--- src/rtl/mel_frame_sequencer.sv ---
// Frame-level controller for the mel filter bank MAC: buffers one frame of FFT bins,
// replays it once per filter, and streams each MAC result downstream.
module mel_frame_sequencer #(
    parameter int NUM_FILTERS = 8,
    parameter int FFT_SIZE    = 8,
    parameter int DATA_WIDTH  = 16
) (
    input  logic                          clk,
    input  logic                          rst,
    input  logic [DATA_WIDTH-1:0]         bin_in,
    input  logic                          bin_valid,
    output logic                          bin_ready,
    output logic [DATA_WIDTH-1:0]         mac_data,
    output logic                          mac_valid,
    input  logic [DATA_WIDTH-1:0]         mac_result,
    input  logic                          mac_result_valid,
    output logic [DATA_WIDTH-1:0]         mel_data,
    output logic                          mel_valid,
    input  logic                          mel_ready,
    output logic                          mel_last,
    output logic [$clog2(NUM_FILTERS):0]  mel_idx,
    output logic                          busy,
    output logic                          frame_done,
    output logic                          err
);

    localparam int AW = $clog2(FFT_SIZE);
    localparam int PW = $clog2(FFT_SIZE) + 1;
    localparam int FW = $clog2(NUM_FILTERS) + 1;
    localparam logic [PW-1:0] LAST_BIN  = PW'(FFT_SIZE - 1);
    localparam logic [FW-1:0] LAST_FILT = FW'(NUM_FILTERS - 1);

    typedef enum logic [1:0] {
        LOAD,
        RUN,
        WAIT,
        OUT
    } state_t;

    state_t                state;
    logic [DATA_WIDTH-1:0] frame_buf [FFT_SIZE];
    logic [PW-1:0]         wp;
    logic [PW-1:0]         rp;
    logic [FW-1:0]         f;

    always_ff @(posedge clk or posedge rst) begin
        if (rst) begin
            state      <= LOAD;
            wp         <= '0;
            rp         <= '0;
            f          <= '0;
            mel_data   <= '0;
            frame_done <= 1'b0;
            err        <= 1'b0;
            for (int unsigned i = 0; i < unsigned'(FFT_SIZE); i++) begin
                frame_buf[i] <= '0;
            end
        end else begin
            frame_done <= 1'b0;
            // A result strobe is only legal while waiting for one; the sequence itself is unaffected.
            if (mac_result_valid && (state != WAIT)) begin
                err <= 1'b1;
            end
            case (state)
                LOAD: begin
                    if (bin_valid) begin
                        frame_buf[wp[AW-1:0]] <= bin_in;
                        if (wp == LAST_BIN) begin
                            wp    <= '0;
                            rp    <= '0;
                            state <= RUN;
                        end else begin
                            wp <= wp + 1'b1;
                        end
                    end
                end
                RUN: begin
                    rp <= rp + 1'b1;
                    if (rp == LAST_BIN) begin
                        state <= WAIT;
                    end
                end
                WAIT: begin
                    if (mac_result_valid) begin
                        mel_data <= mac_result;
                        state    <= OUT;
                    end
                end
                OUT: begin
                    if (mel_ready) begin
                        if (f == LAST_FILT) begin
                            f          <= '0;
                            frame_done <= 1'b1;
                            state      <= LOAD;
                        end else begin
                            f     <= f + 1'b1;
                            rp    <= '0;
                            state <= RUN;
                        end
                    end
                end
                default: state <= LOAD;
            endcase
        end
    end

    // Handshake outputs decode the registered state only, so no input reaches them combinationally.
    assign bin_ready = (state == LOAD);
    assign mac_valid = (state == RUN);
    assign mac_data  = mac_valid ? frame_buf[rp[AW-1:0]] : '0;
    assign mel_valid = (state == OUT);
    assign mel_last  = mel_valid && (f == LAST_FILT);
    assign mel_idx   = f;
    assign busy      = (state != LOAD);

endmodule

--- config.mk ---
export PLATFORM = sky130hd
export DESIGN_NAME = mel_frame_sequencer
export DESIGN_NICKNAME = d
export VERILOG_FILES = /design/src/rtl/mel_frame_sequencer.sv
export SDC_FILE = /design/constraint.sdc
export NUM_CORES = 1
export LEC_CHECK = 0
export BUFFER_PORTS_ARGS = -buffer_cell sky130_fd_sc_hd__buf_2
export CORE_UTILIZATION = 29
export DETAILED_ROUTE_END_ITERATION = 10
export GPL_ROUTABILITY_DRIVEN = 0
export HOLD_SLACK_MARGIN = 0.03
export PLACE_DENSITY = 0.48
export RECOVER_POWER = 50
export SYNTH_ARGS = -nofsm -noshare
export SYNTH_HDL_FRONTEND = slang
export SYNTH_SLANG_ARGS = --single-unit
--- constraint.sdc ---
create_clock -name clk -period 4.25 [get_ports clk]
set_input_delay 0.2125 -clock clk [delete_from_list [all_inputs] [get_ports clk]]
set_output_delay 0.2125 -clock clk [all_outputs]
set_load 0.02 [all_outputs]
-- Yosys cells after proc, flatten, opt, wreduce, memory -nomap -nowiden
Index checks and enable logic that the tools add are counted.
- $add $sub $neg: 3
- multipliers: 0
- div/mod/pow operators: 0
- order comparisons: 3
- equality and inequality tests: 13
- shift-type cells: 0
- muxes and demuxes: 24
- bitwise logic cells: 2
- reduce and logical (&&, ||, !) cells: 11
- operator list (operator ; number):
    128-bit bitwise mux ; 1
    16-bit 2-to-1 mux ; 4
    16-bit binary-select mux with 3-bit select ; 1
    16-bit demux with 3-bit select ; 1
    4-bit 2-to-1 mux ; 6
    4-bit by 1-bit adder with 4-bit output (second input constant) ; 3
    4-bit by 3-bit equality test with 1-bit output (second input constant) ; 3
    4-bit case mux with 3 select lines ; 1
    2-bit 2-to-1 mux ; 5
    5-bit AND reduction ; 2
    4-bit greater-or-equal comparator (second input constant) ; 2
    2-bit != test (second input constant) ; 4
    3-bit NOT with 4-bit output ; 2
    2-bit case mux with 4 select lines ; 1
    2-bit by 1-bit != test with 1-bit output (second input constant) ; 3
    2-bit AND reduction ; 3
    2-bit equality test (second input constant) ; 2
    4-bit by 1-bit less-than comparator with 1-bit output (second input constant) ; 1
    1-bit 2-to-1 mux ; 4
    1-bit logical AND ; 3
    3-bit nonzero test ; 1
    2-bit by 1-bit equality test with 1-bit output (second input constant) ; 1
    2-bit logical NOT ; 1
    2-bit nonzero test ; 1
- register bits: 160
- bits in latches: 0
- bits in writable memories: 0
- bits in read-only memories: 0
- input bits: 37
- output and inout port bits: 43
- memories: 0

-- Logic depth before layout (Yosys ltp)
- depth in word-level cells: 6
- mapped depth: 8
- gate-level depth less buffers: 6

-- Worst setup path before layout
Ideal clock, no wire load.
- kind: reg2reg
- start point: register state[0]
- end point: register frame_buf[0] (netlist name)
- arrival: 2.171 ns
- required time: 4.125 ns
- setup slack: 1.955 ns
- stages on the path, launching flop included: 8
- buffers on the path: 2
- period minus slack after synthesis: 2.295 ns
- cells stage by stage: dfrtp_1 inv_1 ha_1 buf_2 nand3_1 nor2_1 buf_2 mux2_2
- longest elaborated chain between the ends: 2
- RTL lines (what ; line ; text):
    from (decl) ; 40 ; state_t state;
    from (signal assigned) ; 48 ; state <= LOAD;
    from (signal assigned) ; 71 ; state <= RUN;
    from (signal assigned) ; 80 ; state <= WAIT;
    2-bit logical NOT ; - ;
    via bin_ready ; 12 ; output logic bin_ready,
    2-bit AND reduction (no line) ; - ;
    to (signal, indexed assignment) ; 67 ; frame_buf[wp[AW-1:0]] <= bin_in;
    to (decl) ; 41 ; logic [DATA_WIDTH-1:0] frame_buf [FFT_SIZE];
The timed path passes the listed nets, and every way through them passes these cells.
A chain may end at the register's enable or synchronous reset.

-- Worst setup path in the final report
- start point: register rp[0]
- end point: output port mac_data[6]
- longest elaborated chain between the ends: 5
- RTL lines (what ; line ; text):
    from (decl) ; 43 ; logic [PW-1:0] rp;
    from (signal assigned) ; 78 ; rp <= rp + 1'b1;
    3-bit NOT with 4-bit output (implied by the code) ; 110 ; assign mac_data = mac_valid ? frame_buf[rp[AW-1:0]] : '0;
    16-bit binary-select mux with 3-bit select ; 110 ;
    16-bit 2-to-1 mux (implied by the code) (2 in series) ; 110 ;
    16-bit 2-to-1 mux ; 110 ;
    to (decl) ; 13 ; output logic [DATA_WIDTH-1:0] mac_data,
No other way between the ends. The select of a mux whose other input is x is not followed.

==> impl_metrics.tcl <==
set metrics [dict create \
    die_area_um2 25720 \
    track_usage_pct 13.89 \
    cp_top_family "flip-flops" \
    cp_data_arrival_time_ns 2.53 \
    place_area_um2 8079 \
    cts_tree "yes" \
    syn_nets 517 \
    grt_pass1_vias 4709 \
    cts_resized 0 \
    die_w_um 160.4 \
    start_util_pct 29.74 \
    yosysUniqueCellTypes 35 \
    multiInputGateArea_um2 3127 \
    htree_levels 4 \
    clkSlewWorstSetupHoldPaths_ns 0.07 \
    hold_viol 0 \
    drt-pass1-iter-count 4 \
    cts_buffer_depth 2 \
    drc 0 \
    slowest_stage "dfrtp_2" \
    ir_drop_uv 246.9 \
    fin_area_um2 8761 \
    rsz0062_at_grt "false" \
    path_cells "buf_4 > mux4_2 > mux2i_1 > nor2b_1 > buf_2" \
    cts-root-buf "clkbuf_16" \
    period_needed_ns 2.745 \
    postSynthAreaPerCell_um2 15.44 \
    finalSetupViolations 0 \
    max_cap_violations 1 \
    drive_gt1_share_pct 43.80 \
    vias_per_cell 4.765 \
    max_stage_delay_ns 0.79 \
    use_met3_pct 2.918 \
    top_usage_layer "met2" \
    hpwl_mm 10.28 \
    use_met2_pct 22.26 \
    nets 622 \
    area_delta_synth_final_pct 20.43 \
    grt_pass1_wl_mm 27.11 \
    wl_per_cell_um 18.18 \
    drtIter0Drc 211 \
    violations "max-capacitance violations, max-slew violations" \
    port-buffer-count 79 \
    status "finished with violations" \
    relSlewSlack_pct -40.57 \
    final_max_slew_viol_count 44 \
    die_h_um 160.4 \
    ant_nets 0 \
    crit_buf_inv 2 \
    worst_hold_path_type "in -> reg" \
    yosysWarnings 0 \
    ios 80 \
    synth_cells 471 \
    finalWirelength_mm 16.62 \
    clock-sinks 160 \
    row_count 57 \
    skew_ns 0.01659 \
    setup-tns-final_ns 0 \
    place_ws_ns 1.603 \
    num_vias 4355 \
    seq_area_um2 4005 \
    ys_seq_elements 160 \
    cp_max_fo 20 \
    grt_use_met1_pct 18.38 \
    overflow 0 \
    worst_skew_pair.late_latency_ns 0.43 \
    criticalPathCategory "reg -> out" \
    cp-end-kind "primary output" \
    worst_ep_required_time_ns 4.04 \
    grt_antenna_before_repair 1 \
    post_cts_buffers 0 \
    syn-cell-area_um2 7274 \
    fillers 2373 \
    p_leak_nw 3.748 \
    max_freq_mhz 364.3 \
    utilization_pct 35.81 \
    hold_ws_ns 0.06509 \
    finalWorstSetupSlack_ns 1.505 \
    synth_seq_area_share_pct 55.04 \
    power_density_nw_per_um2 722.4 \
    period_share_pct 64.60 \
    crit_path_start_kind "flip-flop" \
    cts_buffers 17 \
    grt_max_degree 118 \
    core_area_um2 24460 \
    worst_pin_slew_ns 2.097 \
]
-- through the flow --
stage	power (W)	std cells
after floorplan	0.004324	471
after global placement	0.004898	864
after detailed placement	0.005005	864
after CTS	0.006468	913
after global routing	0.006781	913
final	0.006329	914
-- layout make-up --
type,instances,area share [%]
Clock buffer,19,5.056
Tap cell,324,4.627
Antenna cell,1,0.02856
Inverter,6,0.2714
Multi-Input combinational cell,281,35.69
Timing Repair Buffer,110,7.441
Clock inverter,13,1.171
Sequential cell,160,45.72
-- placed cells by master (no fill, tap or decap), types with 2 or more instances in the layout --
cell	netlist	layout
a21o_1	2	2
a221o_1	2	2
buf_2	17	54
buf_4	0	13
clkbuf_1	5	26
clkbuf_16	0	17
clkinvlp_4	0	6
dfrtp_1	160	159
dlygate4sd3_1	0	17
ha_1	9	9
inv_1	6	5
inv_6	0	5
mux2_1	28	28
mux2_2	121	121
mux2i_1	16	16
mux4_2	32	32
nand2_1	8	9
nand2b_1	3	3
nand3_1	7	7
nand3b_1	2	2
nor2_1	4	4
nor2b_1	18	18
nor3_1	2	2
nor3_2	3	3
o21ai_0	8	8
o31ai_1	2	2
or4_1	2	2
xnor2_1	2	2
-- flip-flops by register name, indices dropped and copies added (netlist names) --
signal      cells
state           2
rp              4
frame_buf     128
mel_idx         4
frame_done      1
wp              4
err             1
mel_data       16
-- worst reg2reg max path, cell delays in order (launching register included) --
cell	delay, ns
dfrtp_1	0.44
inv_1	0.16
ha_1	0.36
nand2_1	0.23
or4_1	0.89
mux2_1	0.48
-- path summary, 6_finish.rpt --
kind	from	end	slack (ns)	depth (start not counted)
max	rp[0]	mac_data[6]	1.50	5
min	mac_result_valid	err	0.07	3
max reg2reg	state[0]	frame_buf[124]	1.58	5
min reg2reg	err	err	0.48	1
max in group asynchronous	rst	frame_buf[88]	2.02	4
min in group asynchronous	rst	mel_data[9]	0.88	3
-- cells in the mapped netlist --
| cell | number | area share, % |
|---|---|---|
| nor3_2 | 3 | 0.41 |
| nand2b_1 | 3 | 0.26 |
| nor2b_1 | 18 | 1.5 |
| nand3_1 | 7 | 0.48 |
| and3b_1 | 1 | 0.12 |
| a21oi_1 | 1 | 0.069 |
| buf_2 | 17 | 1.2 |
| and2_1 | 1 | 0.086 |
| o211ai_1 | 1 | 0.10 |
| or4_1 | 2 | 0.21 |
| xnor2_1 | 2 | 0.24 |
| o31ai_1 | 2 | 0.21 |
| nand2_2 | 1 | 0.086 |
| a221o_1 | 2 | 0.28 |
| inv_1 | 6 | 0.31 |
| or2_1 | 1 | 0.086 |
| or3_1 | 1 | 0.086 |
| mux2_2 | 121 | 19 |
| and3_1 | 1 | 0.086 |
| o21bai_1 | 1 | 0.10 |
| clkbuf_1 | 5 | 0.26 |
| ha_1 | 9 | 1.5 |
| nor2_1 | 4 | 0.21 |
| buf_6 | 1 | 0.15 |
| a21o_1 | 2 | 0.21 |
| or3b_2 | 1 | 0.12 |
| mux2i_1 | 16 | 2.2 |
| dfrtp_1 | 160 | 55 |
| mux2_1 | 28 | 4.3 |
| nor3_1 | 2 | 0.14 |
| buf_1 | 1 | 0.052 |
| mux4_2 | 32 | 9.9 |
| o21ai_0 | 8 | 0.55 |
| nand2_1 | 8 | 0.41 |
| nand3b_1 | 2 | 0.21 |
-- power by group --
group,switching (W),total (W),internal [W]
Clock,0.000651,0.00142,0.000771
Combinational,0.00105,0.00227,0.00122
Sequential,0.000407,0.00264,0.00223
-- cell families after synthesis --
group | after synthesis | share of synthesized area (%)
compound gates | 17 | 1.514
fa+ha+maj | 9 | 1.548
mux | 197 | 35.17
xor+xnor | 2 | 0.2408
flops | 160 | 55.04
buf+inv | 30 | 1.944
simple gates | 56 | 4.541
-- timing repair --
action,4_1_cts,5_1_grt
hold endpoints to repair,25,0
setup endpoints to repair,0,0
hold buffers,17,0
-- routing by layer --
metal  share of wire, %  vias up  routed length [µm]
li1                   -     1947                   -
met1                 46     2319                7725
met2                 49       67                8136
met3                2.9       22                 484
met4                1.6        0                 271
met5                  0        -                   0
No activity file was read; power rests on OpenSTA's default activity.
